===== src/rtl/spm_host_ctrl_pkg.sv =====
`default_nettype none
// ============================================================================
//  Module      : spm_host_pkg
//  Description : Shared types and helpers for the spm host controller:
//                FSM state encoding, counter-width and product-width helpers.
//  Revision    : 1.0  initial release
// ============================================================================
package spm_host_pkg;

  typedef enum logic [1:0] {
    IDLE  = 2'd0,
    CLEAR = 2'd1,
    SHIFT = 2'd2,
    DONE  = 2'd3
  } state_e;

  // Product width for a given operand width.
  function automatic int prod_w(input int width);
    return 2 * width;
  endfunction

  // The counter has to hold the terminal count 2*WIDTH+P_LAT-1. Sizing for
  // 2*WIDTH+P_LAT+1 values leaves one value of headroom.
  function automatic int cnt_w(input int width, input int p_lat);
    return $clog2(2 * width + p_lat + 1);
  endfunction

endpackage : spm_host_pkg
`default_nettype wire


===== src/rtl/spm_host_ctrl_if.sv =====
`default_nettype none
// ============================================================================
//  Module      : spm_host_ctrl_if
//  Description : Bus-side operand/product handshake bundle.
//                master : requester (drives operands, consumes product)
//                slave  : controller (accepts operands, returns product)
//  Signals     : in_valid/in_ready/in_x/in_y     operand pair channel
//                out_valid/out_ready/out_p       product channel
//  Revision    : 1.0  initial release
// ============================================================================
interface spm_host_ctrl_if
  import spm_host_pkg::*;
#(
  parameter int WIDTH = 32
) ();

  localparam int PROD_W = prod_w(WIDTH);

  logic              in_valid;
  logic              in_ready;
  logic [WIDTH-1:0]  in_x;
  logic [WIDTH-1:0]  in_y;
  logic              out_valid;
  logic              out_ready;
  logic [PROD_W-1:0] out_p;

  modport master (
    output in_valid, in_x, in_y, out_ready,
    input  in_ready, out_valid, out_p
  );

  modport slave (
    input  in_valid, in_x, in_y, out_ready,
    output in_ready, out_valid, out_p
  );

endinterface : spm_host_ctrl_if
`default_nettype wire


===== src/rtl/spm_host_ctrl_sr_unit.sv =====
`default_nettype none
// ============================================================================
//  Module      : spm_sr_unit
//  Description : Shift registers of the spm host controller.
//                y PISO : parallel load, arithmetic right shift, LSB out.
//                p SIPO : bits enter at the MSB and move toward bit 0, so
//                         after 2*WIDTH shifts the first bit sits at bit 0.
//  Ports       : clk, rst       clock, synchronous active-high reset
//                load_i         load y_load_i into the y register
//                shift_i        arithmetic shift of the y register
//                p_shift_i      shift p_bit_i into the p register
//                y_load_i       multiplier value to load
//                p_bit_i        serial product bit from spm
//                y_bit_o        current y LSB (serial out)
//                p_par_o        collected product (parallel out)
//  Revision    : 1.0  initial release
// ============================================================================
module spm_sr_unit
  import spm_host_pkg::*;
#(
  parameter int WIDTH = 32
) (
  input  logic                     clk,
  input  logic                     rst,
  input  logic                     load_i,
  input  logic                     shift_i,
  input  logic                     p_shift_i,
  input  logic [WIDTH-1:0]         y_load_i,
  input  logic                     p_bit_i,
  output logic                     y_bit_o,
  output logic [prod_w(WIDTH)-1:0] p_par_o
);

  localparam int PROD_W = prod_w(WIDTH);

  logic [WIDTH-1:0]  y_sr_q, y_sr_d;
  logic [PROD_W-1:0] p_sr_q, p_sr_d;

  always_comb begin
    y_sr_d = y_sr_q;
    if (load_i) begin
      y_sr_d = y_load_i;
    end else if (shift_i) begin
      // Replicating the MSB keeps presenting the sign bit once the
      // original bits are used up, i.e. y is sign-extended to 2*WIDTH.
      y_sr_d = {y_sr_q[WIDTH-1], y_sr_q[WIDTH-1:1]};
    end
  end

  always_comb begin
    p_sr_d = p_sr_q;
    if (p_shift_i) begin
      p_sr_d = {p_bit_i, p_sr_q[PROD_W-1:1]};
    end
  end

  always_ff @(posedge clk) begin
    if (rst) begin
      y_sr_q <= '0;
      p_sr_q <= '0;
    end else begin
      y_sr_q <= y_sr_d;
      p_sr_q <= p_sr_d;
    end
  end

  assign y_bit_o = y_sr_q[0];
  assign p_par_o = p_sr_q;

endmodule : spm_sr_unit
`default_nettype wire


===== src/rtl/spm_host_ctrl.sv =====
`default_nettype none
// ============================================================================
//  Module      : spm_host_ctrl
//  Description : Host-side controller for the serial-parallel multiplier.
//                Accepts a signed operand pair, holds x in parallel, streams
//                y LSB-first (sign-extended) and collects the 2*WIDTH-bit
//                product, which is returned over a valid/ready handshake.
//  Ports       : clk, rst     clock, synchronous active-high reset
//                host         operand/product handshake (slave side)
//                spm_x_o      parallel multiplicand to spm
//                spm_y_o      serial multiplier bit to spm
//                spm_clr_o    one-cycle spm flush before each operation
//                spm_p_i      serial product bit from spm
//  Revision    : 1.0  initial release
// ============================================================================
module spm_host_ctrl
  import spm_host_pkg::*;
#(
  parameter int WIDTH = 32,
  parameter int P_LAT = 1
) (
  input  logic             clk,
  input  logic             rst,
  spm_host_ctrl_if.slave   host,
  output logic [WIDTH-1:0] spm_x_o,
  output logic             spm_y_o,
  output logic             spm_clr_o,
  input  logic             spm_p_i
);

  localparam int PROD_W = prod_w(WIDTH);
  localparam int CNT_W  = cnt_w(WIDTH, P_LAT);
  localparam logic [CNT_W-1:0] c_LAST    = CNT_W'(2 * WIDTH + P_LAT - 1);
  localparam logic [CNT_W-1:0] c_PLAT    = CNT_W'(P_LAT);
  localparam logic [CNT_W-1:0] c_CNT_ONE = CNT_W'(1);

  state_e            state_q, state_d;
  logic [CNT_W-1:0]  cnt_q, cnt_d;
  logic [WIDTH-1:0]  spm_x_q, spm_x_d;

  logic              w_load;
  logic              w_shift;
  logic              w_p_shift;
  logic              w_p_window;
  logic              w_y_bit;
  logic [PROD_W-1:0] w_p_par;
  logic              w_in_ready;
  logic              w_out_valid;
  logic              w_spm_clr;
  logic              w_spm_y;

  // Product bits only start arriving P_LAT cycles into SHIFT.
  generate
    if (P_LAT == 0) begin : g_plat_zero
      assign w_p_window = 1'b1;
    end else begin : g_plat_nonzero
      assign w_p_window = (cnt_q >= c_PLAT);
    end
  endgenerate

  always_ff @(posedge clk) begin
    if (rst) begin
      state_q <= IDLE;
      cnt_q   <= '0;
      spm_x_q <= '0;
    end else begin
      state_q <= state_d;
      cnt_q   <= cnt_d;
      spm_x_q <= spm_x_d;
    end
  end

  always_comb begin
    state_d     = state_q;
    cnt_d       = cnt_q;
    spm_x_d     = spm_x_q;
    w_load      = 1'b0;
    w_shift     = 1'b0;
    w_p_shift   = 1'b0;
    w_in_ready  = 1'b0;
    w_out_valid = 1'b0;
    w_spm_clr   = 1'b0;
    w_spm_y     = 1'b0;
    unique case (state_q)
      IDLE: begin
        w_in_ready = 1'b1;
        if (host.in_valid) begin
          w_load  = 1'b1;
          spm_x_d = host.in_x;
          state_d = CLEAR;
        end
      end
      CLEAR: begin
        w_spm_clr = 1'b1;
        cnt_d     = '0;
        state_d   = SHIFT;
      end
      SHIFT: begin
        w_spm_y   = w_y_bit;
        w_shift   = 1'b1;
        w_p_shift = w_p_window;
        if (cnt_q == c_LAST) begin
          state_d = DONE;
        end else begin
          cnt_d = cnt_q + c_CNT_ONE;
        end
      end
      DONE: begin
        w_out_valid = 1'b1;
        if (host.out_ready) begin
          state_d = IDLE;
        end
      end
      default: begin
        state_d = IDLE;
      end
    endcase
  end

  spm_sr_unit #(
    .WIDTH (WIDTH)
  ) u_sr (
    .clk       (clk),
    .rst       (rst),
    .load_i    (w_load),
    .shift_i   (w_shift),
    .p_shift_i (w_p_shift),
    .y_load_i  (host.in_y),
    .p_bit_i   (spm_p_i),
    .y_bit_o   (w_y_bit),
    .p_par_o   (w_p_par)
  );

  // The product bus is forced to zero outside DONE so a partially collected
  // product is never visible.
  assign host.in_ready  = w_in_ready;
  assign host.out_valid = w_out_valid;
  assign host.out_p     = w_out_valid ? w_p_par : '0;
  assign spm_x_o        = spm_x_q;
  assign spm_y_o        = w_spm_y;
  assign spm_clr_o      = w_spm_clr;

endmodule : spm_host_ctrl
`default_nettype wire

===== src/flat_wrapper.sv =====
// flat-port wrapper written by rule: the top's interface ports become plain ports
module spm_host_ctrl_flat import spm_host_pkg::*;
#(
  parameter int WIDTH = 32,
  parameter int P_LAT = 1
)
  (clk, rst, spm_x_o, spm_y_o, spm_clr_o, spm_p_i, host_in_valid, host_in_x, host_in_y, host_out_ready, host_in_ready, host_out_valid, host_out_p);
  spm_host_ctrl_if #(.WIDTH(WIDTH)) host_i ();
  input  logic clk;
  input  logic rst;
  output logic [WIDTH-1:0] spm_x_o;
  output logic spm_y_o;
  output logic spm_clr_o;
  input  logic spm_p_i;
  input wire logic [$bits(host_i.in_valid)-1:0] host_in_valid;
  input wire logic [$bits(host_i.in_x)-1:0] host_in_x;
  input wire logic [$bits(host_i.in_y)-1:0] host_in_y;
  input wire logic [$bits(host_i.out_ready)-1:0] host_out_ready;
  output wire logic [$bits(host_i.in_ready)-1:0] host_in_ready;
  output wire logic [$bits(host_i.out_valid)-1:0] host_out_valid;
  output wire logic [$bits(host_i.out_p)-1:0] host_out_p;
  assign host_i.in_valid = host_in_valid;
  assign host_i.in_x = host_in_x;
  assign host_i.in_y = host_in_y;
  assign host_i.out_ready = host_out_ready;
  assign host_in_ready = host_i.in_ready;
  assign host_out_valid = host_i.out_valid;
  assign host_out_p = host_i.out_p;
  spm_host_ctrl #(.WIDTH(WIDTH), .P_LAT(P_LAT)) u_core (.clk(clk), .rst(rst), .host(host_i), .spm_x_o(spm_x_o), .spm_y_o(spm_y_o), .spm_clr_o(spm_clr_o), .spm_p_i(spm_p_i));
endmodule

===== config.mk =====
export PLATFORM = sky130hd
export DESIGN_NAME = spm_host_ctrl_flat
export DESIGN_NICKNAME = d
export VERILOG_FILES = /design/src/rtl/spm_host_ctrl_pkg.sv /design/src/rtl/spm_host_ctrl_if.sv /design/src/rtl/spm_host_ctrl_sr_unit.sv /design/src/rtl/spm_host_ctrl.sv /design/src/flat_wrapper.sv
export SDC_FILE = /design/constraint.sdc
export NUM_CORES = 1
export LEC_CHECK = 0
export CAP_MARGIN = 20
export CELL_PAD_IN_SITES_DETAIL_PLACEMENT = 1
export CELL_PAD_IN_SITES_GLOBAL_PLACEMENT = 2
export CORE_MARGIN = 4
export CORE_UTILIZATION = 30
export CTS_CLUSTER_DIAMETER = 200
export DETAILED_ROUTE_END_ITERATION = 7
export GPL_TIMING_DRIVEN = 0
export PLACE_DENSITY = 0.91
export SYNTH_ARGS = -nofsm -noshare
export SYNTH_HDL_FRONTEND = slang
export SYNTH_SLANG_ARGS = --single-unit

===== constraint.sdc =====
create_clock -name clk -period 3.2 [get_ports clk]
set_input_delay 0.48 -clock clk [delete_from_list [all_inputs] [get_ports clk]]
set_output_delay 0.48 -clock clk [all_outputs]
set_load 0.02 [all_outputs]

==> results_dict.tcl <==
set metrics [dict create \
    track_usage 0.146 \
    cts_setup_buffers 0 \
    worst_setup_path_start_kind "flip-flop" \
    dr_total_vias 4986 \
    nets 896 \
    ys_seq_area_frac 0.465 \
    grt_pass1_vias 5226 \
    routedWlPerCell_um 14.6 \
    critical_path_class "reg -> out" \
    dieArea_mm2 0.0220 \
    cts_sinks 137 \
    syn_inst 634 \
    clock-skew-final_ps 8.09 \
    path_clk_slew_ps 60 \
    placementRows 51 \
    cts_tree "yes" \
    crit_fanout 10 \
    synthDistinctLibCells 34 \
    synthArstFlopShare 0 \
    hold_buffers 0 \
    hp-start "u_core.spm_x_o[22]$_SDFFE_PP0P_" \
    clock_latency_ps 410 \
    fillers 2243 \
    p_leak_nw 3.44 \
    timing.final.crit_period_ps 2970 \
    grt_remaining_overflow 0 \
    gp_congestion 0.753 \
    netlist_top_cells_count "dfxtp_1 (137), mux2i_1 (96), nand2_1 (82), and2_1 (66), nand2b_1 (55)" \
    critPathLaunch "u_core.state_q[0]$_SDFFE_PP0P_" \
    portBuffers 167 \
    ys_seq_elements 137 \
    status "finished, final reports clean" \
    routed_via_density 4.55 \
    p_per_area_mw_per_mm2 678 \
    fin_crit_sh 0.928 \
    tns_ps 0 \
    stdcell_count 1097 \
    root_buffer "clkbuf_16" \
    syn_to_final_growth_pct 45.1 \
    ys_top_cells_by_area "dfxtp_1 (46%), mux2i_1 (16%), and2_1 (7.0%)" \
    grt_pass1_wl_um 26300 \
    synth_top_area_share 0.465 \
    syn_nets 710 \
    r2r_start "u_core.state_q[0]$_SDFFE_PP0P_" \
    synth-edff-count 0 \
    maxSlewViolCount 0 \
    fp.coreArea_mm2 0.0194 \
    synth_ff_type "dfxtp_1" \
    route.detailed.drc 0 \
    initial_core_util 0.304 \
    hold_viol 0 \
    antennaDiodeCount 0 \
    setup_viol 0 \
    dp_cells 1066 \
    use_met2 0.233 \
    slew_headroom 0.638 \
    ir_drop_mv 0.390 \
    top_usage_layer "met2" \
    grt_max_degree 17 \
    fp.dieH_um 148 \
    clockBufferDepth 2 \
    fmax_mhz 337 \
    first_iter_violations 149 \
    ant_nets 0 \
    hold_slack_ps 451 \
    synth_area_leader_cell "dfxtp_1" \
    wirelength_um 16000 \
    hpwl_um 11900 \
    cts_buffers 17 \
    die_x_um 148 \
    tightest_slew_ps 543 \
    hold_class "reg -> reg" \
    report.power.total_mw 5.81 \
    cp.arrival_ps 2490 \
    maxCapViolCount 0 \
    io-pin-count 169 \
    antenna_found_initial 0 \
    fin_util 0.442 \
    fin_area_mm2 0.00857 \
    use_met1 0.184 \
    use_met3 0.0555 \
    ys_warn_count 0 \
    place_area_mm2 0.00791 \
    timing.final.ws_setup_ps 231 \
    end_kind "primary output" \
    drt_pass1_iterations 4 \
    place_ws_ps 474 \
    drive_gt1_frac 0.0541 \
    avgSynthCellArea_um2 9.31 \
    rsz0062_at_grt "false" \
    h-tree-depth 4 \
    syn_area_mm2 0.00590 \
    worstPathRequired_ps 2720 \
    yosysMostFrequentCell "dfxtp_1" \
]
-- flip-flops by register name (all words and copies together), names as in the netlist --
register             flops
u_core.cnt_q             7
u_core.spm_x_o          32
u_core.state_q           2
u_core.u_sr.p_par_o     64
u_core.u_sr.y_sr_q      32
-- final timing paths --
kind              depth (start not counted)  slack (ps)                                   to
setup / recovery                          5         230                       host_out_p[13]
hold reg to reg                           2         450      u_core.spm_x_o[22]$_SDFFE_PP0P_
hold / removal                            2         450      u_core.spm_x_o[22]$_SDFFE_PP0P_
setup reg to reg                          6        1120  u_core.u_sr.y_sr_q[20]$_SDFFE_PP0P_
-- power breakdown --
part | leakage (nW) | switching, mW | internal, mW
clock | 0.322 | 0.752 | 1.44
sequential | 1.12 | 0.129 | 1.94
combinational | 2.00 | 0.876 | 0.667
total | 3.44 | 1.76 | 4.05
-- what timing repair did --
action / in CTS / in global routing
endpoints found under the hold margin: 0 / 0
endpoints found under the setup margin: 0 / 38
resized for setup: 0 / 2
-- layout make-up --
cell class / count / area (um2) / share of cell area
plain buffers: 49 / 240 / 0.0280
multi-input cells: 442 / 2900 / 0.338
inverters: 6 / 22.5 / 0.00263
repair buffers: 167 / 1670 / 0.195
clock buffers: 20 / 467 / 0.0545
well taps: 265 / 332 / 0.0387
flip-flops and latches: 137 / 2740 / 0.320
clock inverters: 11 / 194 / 0.0226
-- critical path, cell delays in order, from the launching register on --
cell and delay (ps):
dfxtp_1 390, ha_1 260, clkbuf_2 270, clkbuf_1 300, and2_1 220, clkdlybuf4s50_1 640
-- logic make-up (layout without fill, tap and decap cells) --
family          Yosys count  after routing  synth area share
compound gates           86             86            0.0945
mux                      96             96             0.163
buf+inv                  55            253            0.0443
flops                   137            137             0.465
fa+ha+maj                 7              7            0.0148
simple gates            253            253             0.219
-- layout by cell type (no fill, tap or decap), types with 2 or more instances in the layout --
master / n
clkdlybuf4s50_1: 167
dfxtp_1: 137
mux2i_1: 96
nand2_1: 82
and2_1: 66
nand2b_1: 55
a21oi_1: 38
clkbuf_1: 36
nor2_1: 33
a211oi_1: 31
clkbuf_16: 17
ha_1: 7
inv_1: 6
buf_6: 6
buf_2: 5
nand3_1: 5
bufinv_16: 5
or3_1: 4
o211ai_1: 3
nor2b_1: 3
clkbuf_8: 3
clkinv_4: 3
or4_1: 2
o21ai_0: 2
a41oi_1: 2
clkinv_2: 2
-- layer usage --
layer / wire [um] / up-vias / part of all wire
met5: 0 / - / 0
li1: - / 2509 / -
met1: 7330 / 2318 / 0.46
met3: 1370 / 12 / 0.086
met2: 7120 / 147 / 0.45
met4: 167 / 0 / 0.010
Power figures use the tool's default switching activity.
